File: config.mk
export PLATFORM = sky130hd
export DESIGN_NAME = hdb3_decode
export DESIGN_NICKNAME = d
export VERILOG_FILES = /design/src/rtl/hdb3_pkg.sv /design/src/rtl/hdb3_v_detect.sv /design/src/rtl/hdb3_decode.sv
export SDC_FILE = /design/constraint.sdc
export NUM_CORES = 1
export LEC_CHECK = 0
export CAP_MARGIN = 15
export CORE_AREA = 2 2 39 41
export DETAILED_ROUTE_END_ITERATION = 6
export DIE_AREA = 0 0 41 43
export GPL_TIMING_DRIVEN = 0
export PLACE_DENSITY = 0.76
export SLEW_MARGIN = 10
export SYNTH_ARGS = -nofsm -noshare
export SYNTH_HDL_FRONTEND = slang
export SYNTH_SLANG_ARGS = --single-unit
File: constraint.sdc
create_clock -name i_clk -period 3.45 [get_ports i_clk]
set_input_delay 0.8625 -clock i_clk [delete_from_list [all_inputs] [get_ports i_clk]]
set_output_delay 0.8625 -clock i_clk [all_outputs]
set_load 0.01 [all_outputs]
File: src/rtl/hdb3_pkg.sv
// hdb3_pkg: symbol encodings, polarity type and default parameters shared by
// the HDB3 encoder chain and the hdb3_decode receiver.
package hdb3_pkg;

  // Ternary symbol encoding on the 2-bit line interface
  localparam logic [1:0] CODE_ZERO = 2'b00;
  localparam logic [1:0] CODE_POS  = 2'b01;
  localparam logic [1:0] CODE_NEG  = 2'b10;
  localparam logic [1:0] CODE_ILL  = 2'b11;

  // V plus the three positions it may replace
  localparam int HDB3_LATENCY      = 4;
  localparam int HDB3_ZERO_RUN_MAX = 3;

  typedef enum logic [1:0] {
    POL_NONE = 2'd0,
    POL_POS  = 2'd1,
    POL_NEG  = 2'd2
  } pol_e;

  // Polarity carried by a symbol; zero and illegal symbols carry none.
  function automatic pol_e code_pol(input logic [1:0] code);
    case (code)
      CODE_POS: code_pol = POL_POS;
      CODE_NEG: code_pol = POL_NEG;
      default:  code_pol = POL_NONE;
    endcase
  endfunction

endpackage

File: src/rtl/hdb3_v_detect.sv
// hdb3_v_detect: per-symbol classifier for the HDB3 receiver.
// Tracks pulse polarity, last-V polarity and the zero-run length, and reports
// for the symbol currently on i_code (combinationally):
//   o_mark  - symbol is a pulse (nonzero, legal)
//   o_is_v  - pulse repeats the polarity of the previous pulse (violation)
//   o_err   - illegal symbol, over-long zero run, or V with same polarity
//             as the previous V
// Ports: i_clk, i_rst_n (async active-low), i_code[1:0], o_mark, o_is_v, o_err.
module hdb3_v_detect
  import hdb3_pkg::*;
#(
  parameter int ZERO_RUN_MAX = HDB3_ZERO_RUN_MAX
) (
  input  logic       i_clk,
  input  logic       i_rst_n,
  input  logic [1:0] i_code,
  output logic       o_mark,
  output logic       o_is_v,
  output logic       o_err
);

  localparam int ZCNT_W = $clog2(ZERO_RUN_MAX + 2);
  localparam logic [ZCNT_W-1:0] ZCNT_MAX = ZCNT_W'(ZERO_RUN_MAX);
  localparam logic [ZCNT_W-1:0] ZCNT_SAT = ZCNT_W'(ZERO_RUN_MAX + 1);

  pol_e              pol_q, pol_d;
  pol_e              last_v_q, last_v_d;
  logic [ZCNT_W-1:0] zcnt_q, zcnt_d;

  pol_e sym_pol;
  logic run_err, alt_err, ill_err;

  always_comb begin
    sym_pol  = code_pol(i_code);
    o_mark   = (sym_pol != POL_NONE);
    // The first pulse after reset sees POL_NONE and can never be a V.
    o_is_v   = o_mark && (pol_q != POL_NONE) && (sym_pol == pol_q);
    pol_d    = o_mark ? sym_pol : pol_q;
    last_v_d = o_is_v ? sym_pol : last_v_q;

    // Saturating counter; the error fires only on the 3->4 step, so a long
    // run of zeros reports once until a pulse clears it.
    zcnt_d = zcnt_q;
    if (o_mark)                zcnt_d = '0;
    else if (zcnt_q != ZCNT_SAT) zcnt_d = zcnt_q + 1'b1;

    run_err = !o_mark && (zcnt_q == ZCNT_MAX);
    // last_v_q == POL_NONE never matches, which exempts the first V.
    alt_err = o_is_v && (sym_pol == last_v_q);
    ill_err = (i_code == CODE_ILL);
    o_err   = run_err | alt_err | ill_err;
  end

  always_ff @(posedge i_clk or negedge i_rst_n) begin
    if (!i_rst_n) begin
      pol_q    <= POL_NONE;
      last_v_q <= POL_NONE;
      zcnt_q   <= '0;
    end else begin
      pol_q    <= pol_d;
      last_v_q <= last_v_d;
      zcnt_q   <= zcnt_d;
    end
  end

endmodule

File: src/rtl/hdb3_decode.sv
// hdb3_decode: HDB3 line decoder. Removes 000V / B00V substitutions from the
// ternary symbol stream and recovers the NRZ data, flagging V pulses and
// line-code errors.
// Ports: i_clk, i_rst_n (async active-low), i_hdb3_code[1:0] ternary symbol,
//   o_data   recovered bit, LATENCY edges after its symbol,
//   o_v_det  pulse, V seen in the symbol sampled one edge earlier,
//   o_code_err pulse, code error in the symbol sampled one edge earlier.
module hdb3_decode
  import hdb3_pkg::*;
#(
  parameter int LATENCY      = HDB3_LATENCY,
  parameter int ZERO_RUN_MAX = HDB3_ZERO_RUN_MAX
) (
  input  logic       i_clk,
  input  logic       i_rst_n,
  input  logic [1:0] i_hdb3_code,
  output logic       o_data,
  output logic       o_v_det,
  output logic       o_code_err
);

  logic mark, is_v, err;

  hdb3_v_detect #(.ZERO_RUN_MAX(ZERO_RUN_MAX)) u_v_detect (
    .i_clk   (i_clk),
    .i_rst_n (i_rst_n),
    .i_code  (i_hdb3_code),
    .o_mark  (mark),
    .o_is_v  (is_v),
    .o_err   (err)
  );

  // dl[0] newest .. dl[LATENCY-1] oldest mark
  logic [LATENCY-1:0] dl_q, dl_d;
  logic               data_q, data_d;
  // Status pipes: [0] holds the flag for the symbol just taken, [1] drives the port
  logic [1:0]         v_pipe_q, v_pipe_d;
  logic [1:0]         err_pipe_q, err_pipe_d;

  always_comb begin
    data_d = dl_q[LATENCY-1];
    // A V wipes itself and the three positions before it, covering both
    // 000V and B00V; the oldest entry still leaves normally via data_d.
    dl_d       = is_v ? '0 : {dl_q[LATENCY-2:0], mark};
    v_pipe_d   = {v_pipe_q[0], is_v};
    err_pipe_d = {err_pipe_q[0], err};
  end

  always_ff @(posedge i_clk or negedge i_rst_n) begin
    if (!i_rst_n) begin
      dl_q       <= '0;
      data_q     <= 1'b0;
      v_pipe_q   <= '0;
      err_pipe_q <= '0;
    end else begin
      dl_q       <= dl_d;
      data_q     <= data_d;
      v_pipe_q   <= v_pipe_d;
      err_pipe_q <= err_pipe_d;
    end
  end

  assign o_data     = data_q;
  assign o_v_det    = v_pipe_q[1];
  assign o_code_err = err_pipe_q[1];

endmodule

==> impl_metrics.csv, run 1 <==
group,metric,value,unit
run_status,outcome,"finished, final reports clean",
placement,gp_congestion,0.727,
power,finalPower,480,uW
routing,wl,964,um
power,ir_drop,0.000254,V
grt,track_usage,0.150,
setup_path,cp-start-kind,"primary input",
routing,vias,418,
setup_path,cp.required,3.63,ns
power,p_leak,0.401,nW
timing,whs,0.354,ns
logic_synthesis,synthDistinctLibCells,22,
timing,skew,0.00121,ns
routing,viasPerCell,5.10,
flow_run,cap_violations,0,
grt,grt_overflow,0,
timing,setup_violations,0,
finish,nNetsFinal,77,
setup_path,crit_path_end_kind,"register",
routing,antenna_left,0,
placement,hpwl,708,um
routing,drc_errors,0,
clock_network,cts.repair.resized,0,
setup_path,cp_slowest_cell,"clkdlybuf4s50_1",
timing,rsz0062_at_grt,"false",
placement,dp_slack,0.554,ns
routing,wl_per_cell,11.8,um
grt,antenna_found_initial,0,
logic_synthesis,netlist_instances,56,
setup_path,path_buf_inv,3,
logic_synthesis,syn_nets,66,
floorplan,start_util,0.523,
grt,grt_pass1_wl,1750,um
logic_synthesis,yosys-top-cells-area,"dfrtp_1, ha_1, o32ai_4",
clock_network,htreeDepth,1,
routing,drt_iter0_drc,2,
grt,grt_max_degree,17,
placement,portBuffers,6,
floorplan,rows,14,
logic_synthesis,ys_ff_latch,16,
timing,fin_crit,2.60,ns
clock_network,cts_setup_buffers,0,
clock_network,cts.clk_slew.worst_paths,0.09,ns
timing,timing.final.crit_share,0.753,
floorplan,die_area,1760,sq um
logic_synthesis,syn_avg_cell_area,12.9,sq um
clock_network,numCtsBuffers,3,
finish,drive_above_1_share,0.152,
clock_network,cts_buffer_depth,2,
logic_synthesis,synth_warnings,0,
finish,final_util,0.607,
power,power_density,572,nW/um^2
setup_path,critical_path_class,"primary input to register",
timing,hold_viol,0,
logic_synthesis,yosysSeqAreaShare,0.554,
setup_path,critPathMaxStageDelay,0.50,ns
timing,tightest_slew,0.683,ns
logic_synthesis,yosysTopAreaCellShare,0.554,
floorplan,coreArea,1380,sq um
logic_synthesis,synth_top_cell_by_area,"dfrtp_1",
setup_path,crit_chain,"clkdlybuf4s50_1 -> inv_1 -> ha_1 -> clkbuf_1 -> o32ai_4 -> mux2_4",
floorplan,die_h,43,um
timing,slew_headroom,0.543,
timing,fin_ws,0.854,ns
clock_network,ctsHoldBuffers,0,
floorplan,ios,7,
logic_synthesis,synth_area,723,sq um
clock_network,clk_latency,0.28,ns
setup_path,arrival,2.77,ns
floorplan,fp.dieW,41,um
hold_path,min_path_type,"register to register",
setup_path,critical_path.max_fanout,10,
clock_network,cts_sinks,16,
clock_network,cts_tree,"built",
clock_network,ctsRootBufferMaster,"clkbuf_4",
timing,setup_tns,0,ns
finish,fill_cells,112,
finish,multi_input_area,293,sq um
setup_path,critical-path-top-delay-family,"buffers and inverters",
timing,drv_slew,0,
finish,area_growth,16.1,%
grt,grt_pass1_vias,411,
finish,seqCellArea,400,sq um
routing,firstDrtPassIters,4,
timing,max_freq,0.385,GHz
finish,antenna_cells,0,
state kept, by name (all words and copies together), names as in the netlist:
name / flops
u_v_detect.zcnt_q: 3
dl_q: 4
v_pipe_q: 2
u_v_detect.last_v_q: 2
err_pipe_q: 2
u_v_detect.pol_q: 2
o_data: 1
cells in the mapped netlist:
cell type,n
nor2_1,2
o32ai_4,1
buf_4,1
dfrtp_1,16
nand3_1,1
mux2_2,2
a2bb2oi_1,1
mux2_4,1
nand2b_1,1
or3b_4,1
inv_1,5
xnor2_1,1
and2_1,1
xor2_1,3
a221o_1,1
clkbuf_1,1
nor3_1,1
o22ai_1,1
a21boi_0,2
nand2_1,3
nor2b_1,4
ha_1,6
cell type report:
type                       instances  share of cell area
sequential                        16               0.477
tap                               16              0.0238
timing repair buffer               6              0.0715
inverter                           5              0.0224
multi-input combinational         33               0.349
clock buffer                       4              0.0432
buffer                             2              0.0134
kinds of logic (layout without fill, tap and decap cells):
family	Yosys count	count (layout)	share of synthesized area
compound gates	6	6	0.0934
xor+xnor	4	4	0.0485
fa+ha+maj	6	6	0.104
buf+inv	7	17	0.0415
flops	16	16	0.554
mux	3	3	0.0519
simple gates	14	14	0.107
where the power goes:
part	switching, mW	total [mW]	internal, mW
logic	0.0528	0.113	0.0600
clock network	0.0572	0.121	0.0643
registers	0.0216	0.246	0.225
worst paths after layout:
| check | start | end | slack [ns] | cells past startpoint |
|---|---|---|---|---|
| max reg2reg | u_v_detect.pol_q[0] | u_v_detect.last_v_q[0] | 1.95 | 3 |
| max | i_hdb3_code[0] | u_v_detect.last_v_q[0] | 0.85 | 6 |
| min reg2reg | err_pipe_q[0] | err_pipe_q[1] | 0.35 | 0 |
| min in group asynchronous | i_rst_n | u_v_detect.zcnt_q[0] | 0.98 | 1 |
| max in group asynchronous | i_rst_n | dl_q[0] | 2.03 | 1 |
| min | err_pipe_q[0] | err_pipe_q[1] | 0.35 | 0 |
through the flow:
step | cell area, sq um | instances
after detailed placement | 803 | 78
after global placement | 803 | 78
after floorplan | 723 | 56
after global routing | 840 | 82
after CTS | 840 | 82
final | 840 | 82
routing by layer:
layer,vias up,wire length [um],global-route usage,part of all wire
li1,204,-,-,-
met1,197,449,0.214,0.47
met2,12,442,0.206,0.46
met3,5,46,0.0314,0.048
met4,0,25,0.0800,0.026
met5,-,0,0,0
cells in the final DEF, fill, tap and decap left out, drive strengths merged, types with 2 or more instances in the layout:
| master | instances |
|---|---|
| dfrtp | 16 |
| ha | 6 |
| clkdlybuf4s50 | 6 |
| inv | 5 |
| clkbuf | 5 |
| nor2b | 4 |
| xor2 | 3 |
| nand2 | 3 |
| mux2 | 3 |
| nor2 | 2 |
| a21boi | 2 |
Note: power is estimated with default switching activity, not from simulation.
==> inputs of run 2 (changes only) <==
--- a/config.mk
+++ b/config.mk
@@ -6,11 +6,11 @@
 export NUM_CORES = 1
 export LEC_CHECK = 0
 export CAP_MARGIN = 15
-export CORE_AREA = 2 2 39 41
+export CORE_MARGIN = 2
+export CORE_UTILIZATION = 47
 export DETAILED_ROUTE_END_ITERATION = 6
-export DIE_AREA = 0 0 41 43
 export GPL_TIMING_DRIVEN = 0
-export PLACE_DENSITY = 0.76
+export PLACE_DENSITY = 0.7
 export SLEW_MARGIN = 10
 export SYNTH_ARGS = -nofsm -noshare
 export SYNTH_HDL_FRONTEND = slang
==> constraint.sdc (replaced) <==
create_clock -name i_clk -period 2.3 [get_ports i_clk]
set_input_delay 0.575 -clock i_clk [delete_from_list [all_inputs] [get_ports i_clk]]
set_output_delay 0.575 -clock i_clk [all_outputs]
set_load 0.01 [all_outputs]
==> impl_metrics.csv, run 2 (synthesis gave the netlist of run 1 again) <==
group,metric,value,unit
power,ir_drop,0.000380,V
power,p_sw,197,uW
routing,antenna_left,0,
routing,drt_iter0_drc,2,
placement,portBuffers,6,
grt,grt_pass1_wl,1720,um
grt,gr-usage-met2,0.191,
setup_path,r2r_slack,0.88,ns
timing,fin_crit,2.20,ns
run_status,outcome,"finished, final reports clean",
timing,skew,0.000666,ns
finish,fill_cells,139,
clock_network,cts_sinks,16,
clock_network,ctsRootBufferMaster,"clkbuf_4",
setup_path,critical_path_class,"primary input to register",
placement,dpl_cell_area,803,sq um
clock_network,numCtsBuffers,3,
grt,top_usage_layer,"met2",
finish,regMostFlops,"dl_q",
timing,max_freq,0.455,GHz
clock_network,cts_tree,"built",
clock_network,cts.clk_slew.worst_paths,0.09,ns
floorplan,die_area,1870,sq um
clock_network,htreeDepth,1,
setup_path,cp-start-kind,"primary input",
setup_path,critical_path.max_fanout,11,
power,p_comb_frac,0.237,
finish,antenna_cells,0,
clock_network,clk_latency,0.28,ns
flow_run,cap_violations,0,
finish,layout_common_cells,"dfrtp_1, ha_1, clkdlybuf4s50_1",
setup_path,cp_slowest_cell,"clkdlybuf4s50_1",
setup_path,crit_start,"i_hdb3_code[0]",
floorplan,die_h,43.2,um
grt,gr-usage-met1,0.167,
timing,slew_headroom,0.544,
grt,antenna_found_initial,0,
setup_path,crit_end,"u_v_detect.last_v_q[0]",
routing,wl_per_cell,11.6,um
setup_path,r2r_start,"u_v_detect.pol_q[0]",
power,p_int,523,uW
placement,hpwl,683,um
floorplan,ios,7,
grt,track_usage,0.129,
setup_path,critPathMaxStageDelay,0.51,ns
setup_path,reg2reg_to,"u_v_detect.last_v_q[0]",
routing,drc_errors,0,
grt,grt_overflow,0,
finish,area_growth,16.6,%
floorplan,fp.dieW,43.2,um
grt,grt_max_degree,17,
power,clkPwrFrac,0.253,
timing,rsz0062_at_grt,"false",
timing,drv_slew,0,
setup_path,critical-path-top-delay-family,"buffers and inverters",
finish,nNetsFinal,77,
grt,grt_use_met3,0.0383,
setup_path,crit_path_end_kind,"register",
routing,firstDrtPassIters,2,
power,power_density,854,nW/um^2
setup_path,path_buf_inv,2,
finish,largestRegisters,"dl_q: 4 flops, u_v_detect.zcnt_q: 3 flops",
timing,tightest_slew,0.682,ns
routing,vias,406,
setup_path,arrival,2.37,ns
hold_path,holdPathStages,0,
clock_network,cts.repair.resized,0,
hold_path,min_path_type,"register to register",
floorplan,coreArea,1470,sq um
clock_network,ctsHoldBuffers,0,
power,p_leak,0.405,nW
timing,setup_violations,0,
timing,whs,0.355,ns
setup_path,crit_chain,"clkdlybuf4s50_1 -> inv_1 -> ha_1 -> nand2b_1 -> o32ai_4 -> mux2_4",
finish,stdcell_area,843,sq um
setup_path,r2r_cells,3,
timing,setup_tns,0,ns
timing,timing.final.crit_share,0.956,
floorplan,start_util,0.491,
power,swShare,0.273,
grt,grt_pass1_vias,391,
finish,largest_reg_flops,4,
floorplan,rows,14,
finish,layout_commonest_cell,"dfrtp_1",
finish,drive_above_1_share,0.167,
routing,wl,955,um
placement,gp_congestion,0.732,
setup_path,cp.required,2.47,ns
setup_path,path_depth,6,
power,seq_power_share,0.510,
routing,viasPerCell,4.95,
clock_network,cts_buffer_depth,2,
timing,hold_viol,0,
[run 2: cell count changes in the layout (fill, tap and decap cells not counted), sizes merged]
| cell | previous run | this run |
|---|---|---|
| buf | 1 | 2 |
| clkbuf | 5 | 4 |
[run 2: metrics by stage]
step | power, mW | worst slack, ns | instances | util
floorplan | 0.496 | 0.377 | 56 | -
global placement | 0.539 | -0.294 | 78 | 0.546
detailed placement | 0.545 | -0.343 | 78 | 0.546
CTS | 0.730 | 0.0295 | 82 | 0.571
global route | 0.773 | 0.0195 | 82 | 0.573
finish | 0.720 | 0.100 | 82 | 0.573
[run 2: cell type report]
cell class                 instances  area (sq um)  area share
buffer                             1          7.51     0.00890
clock buffer                       4          36.3      0.0430
inverter                           5          18.8      0.0223
multi-input combinational         33           293       0.347
sequential                        16           400       0.475
tap                               16          20.0      0.0237
timing repair buffer               7          67.6      0.0801
[run 2: how the worst min path moves through the flow]
stage / startpoint / to / slack, ns
after floorplan: i_rst_n / dl_q[0] / 0.28
after global placement: dl_q[3] / o_data / 0.33
after detailed placement: v_pipe_q[0] / v_pipe_q[1] / 0.33
after CTS: dl_q[3] / o_data / 0.36
after global routing: dl_q[3] / o_data / 0.36
final: dl_q[3] / o_data / 0.35
[run 2: worst register-to-register path: stages, from the launching register on]
cell and delay [ns]:
dfrtp_1 0.43, xor2_1 0.20, o32ai_4 0.35, mux2_4 0.33
[run 2: per-layer routing]
metal  part of all wire  routed length, um
met1               0.49                465
met2               0.45                428
met3              0.037                 35
met4              0.027                 26
met5                  0                  0
[run 2: power by group through the flow]
stage          sequential, mW  clock, mW  combinational [mW]
2_1_floorplan           0.371          0               0.125
3_3_place_gp            0.372          0               0.167
4_1_cts                 0.369      0.189               0.173
3_5_place_dp            0.373          0               0.172
6_report                0.368      0.182               0.171
5_1_grt                 0.374      0.203               0.196
[run 2: what timing repair did]
item                       in CTS  in global routing
pin swaps                       1                  1
setup endpoints to repair       1                  1
buffers inserted                0                  1
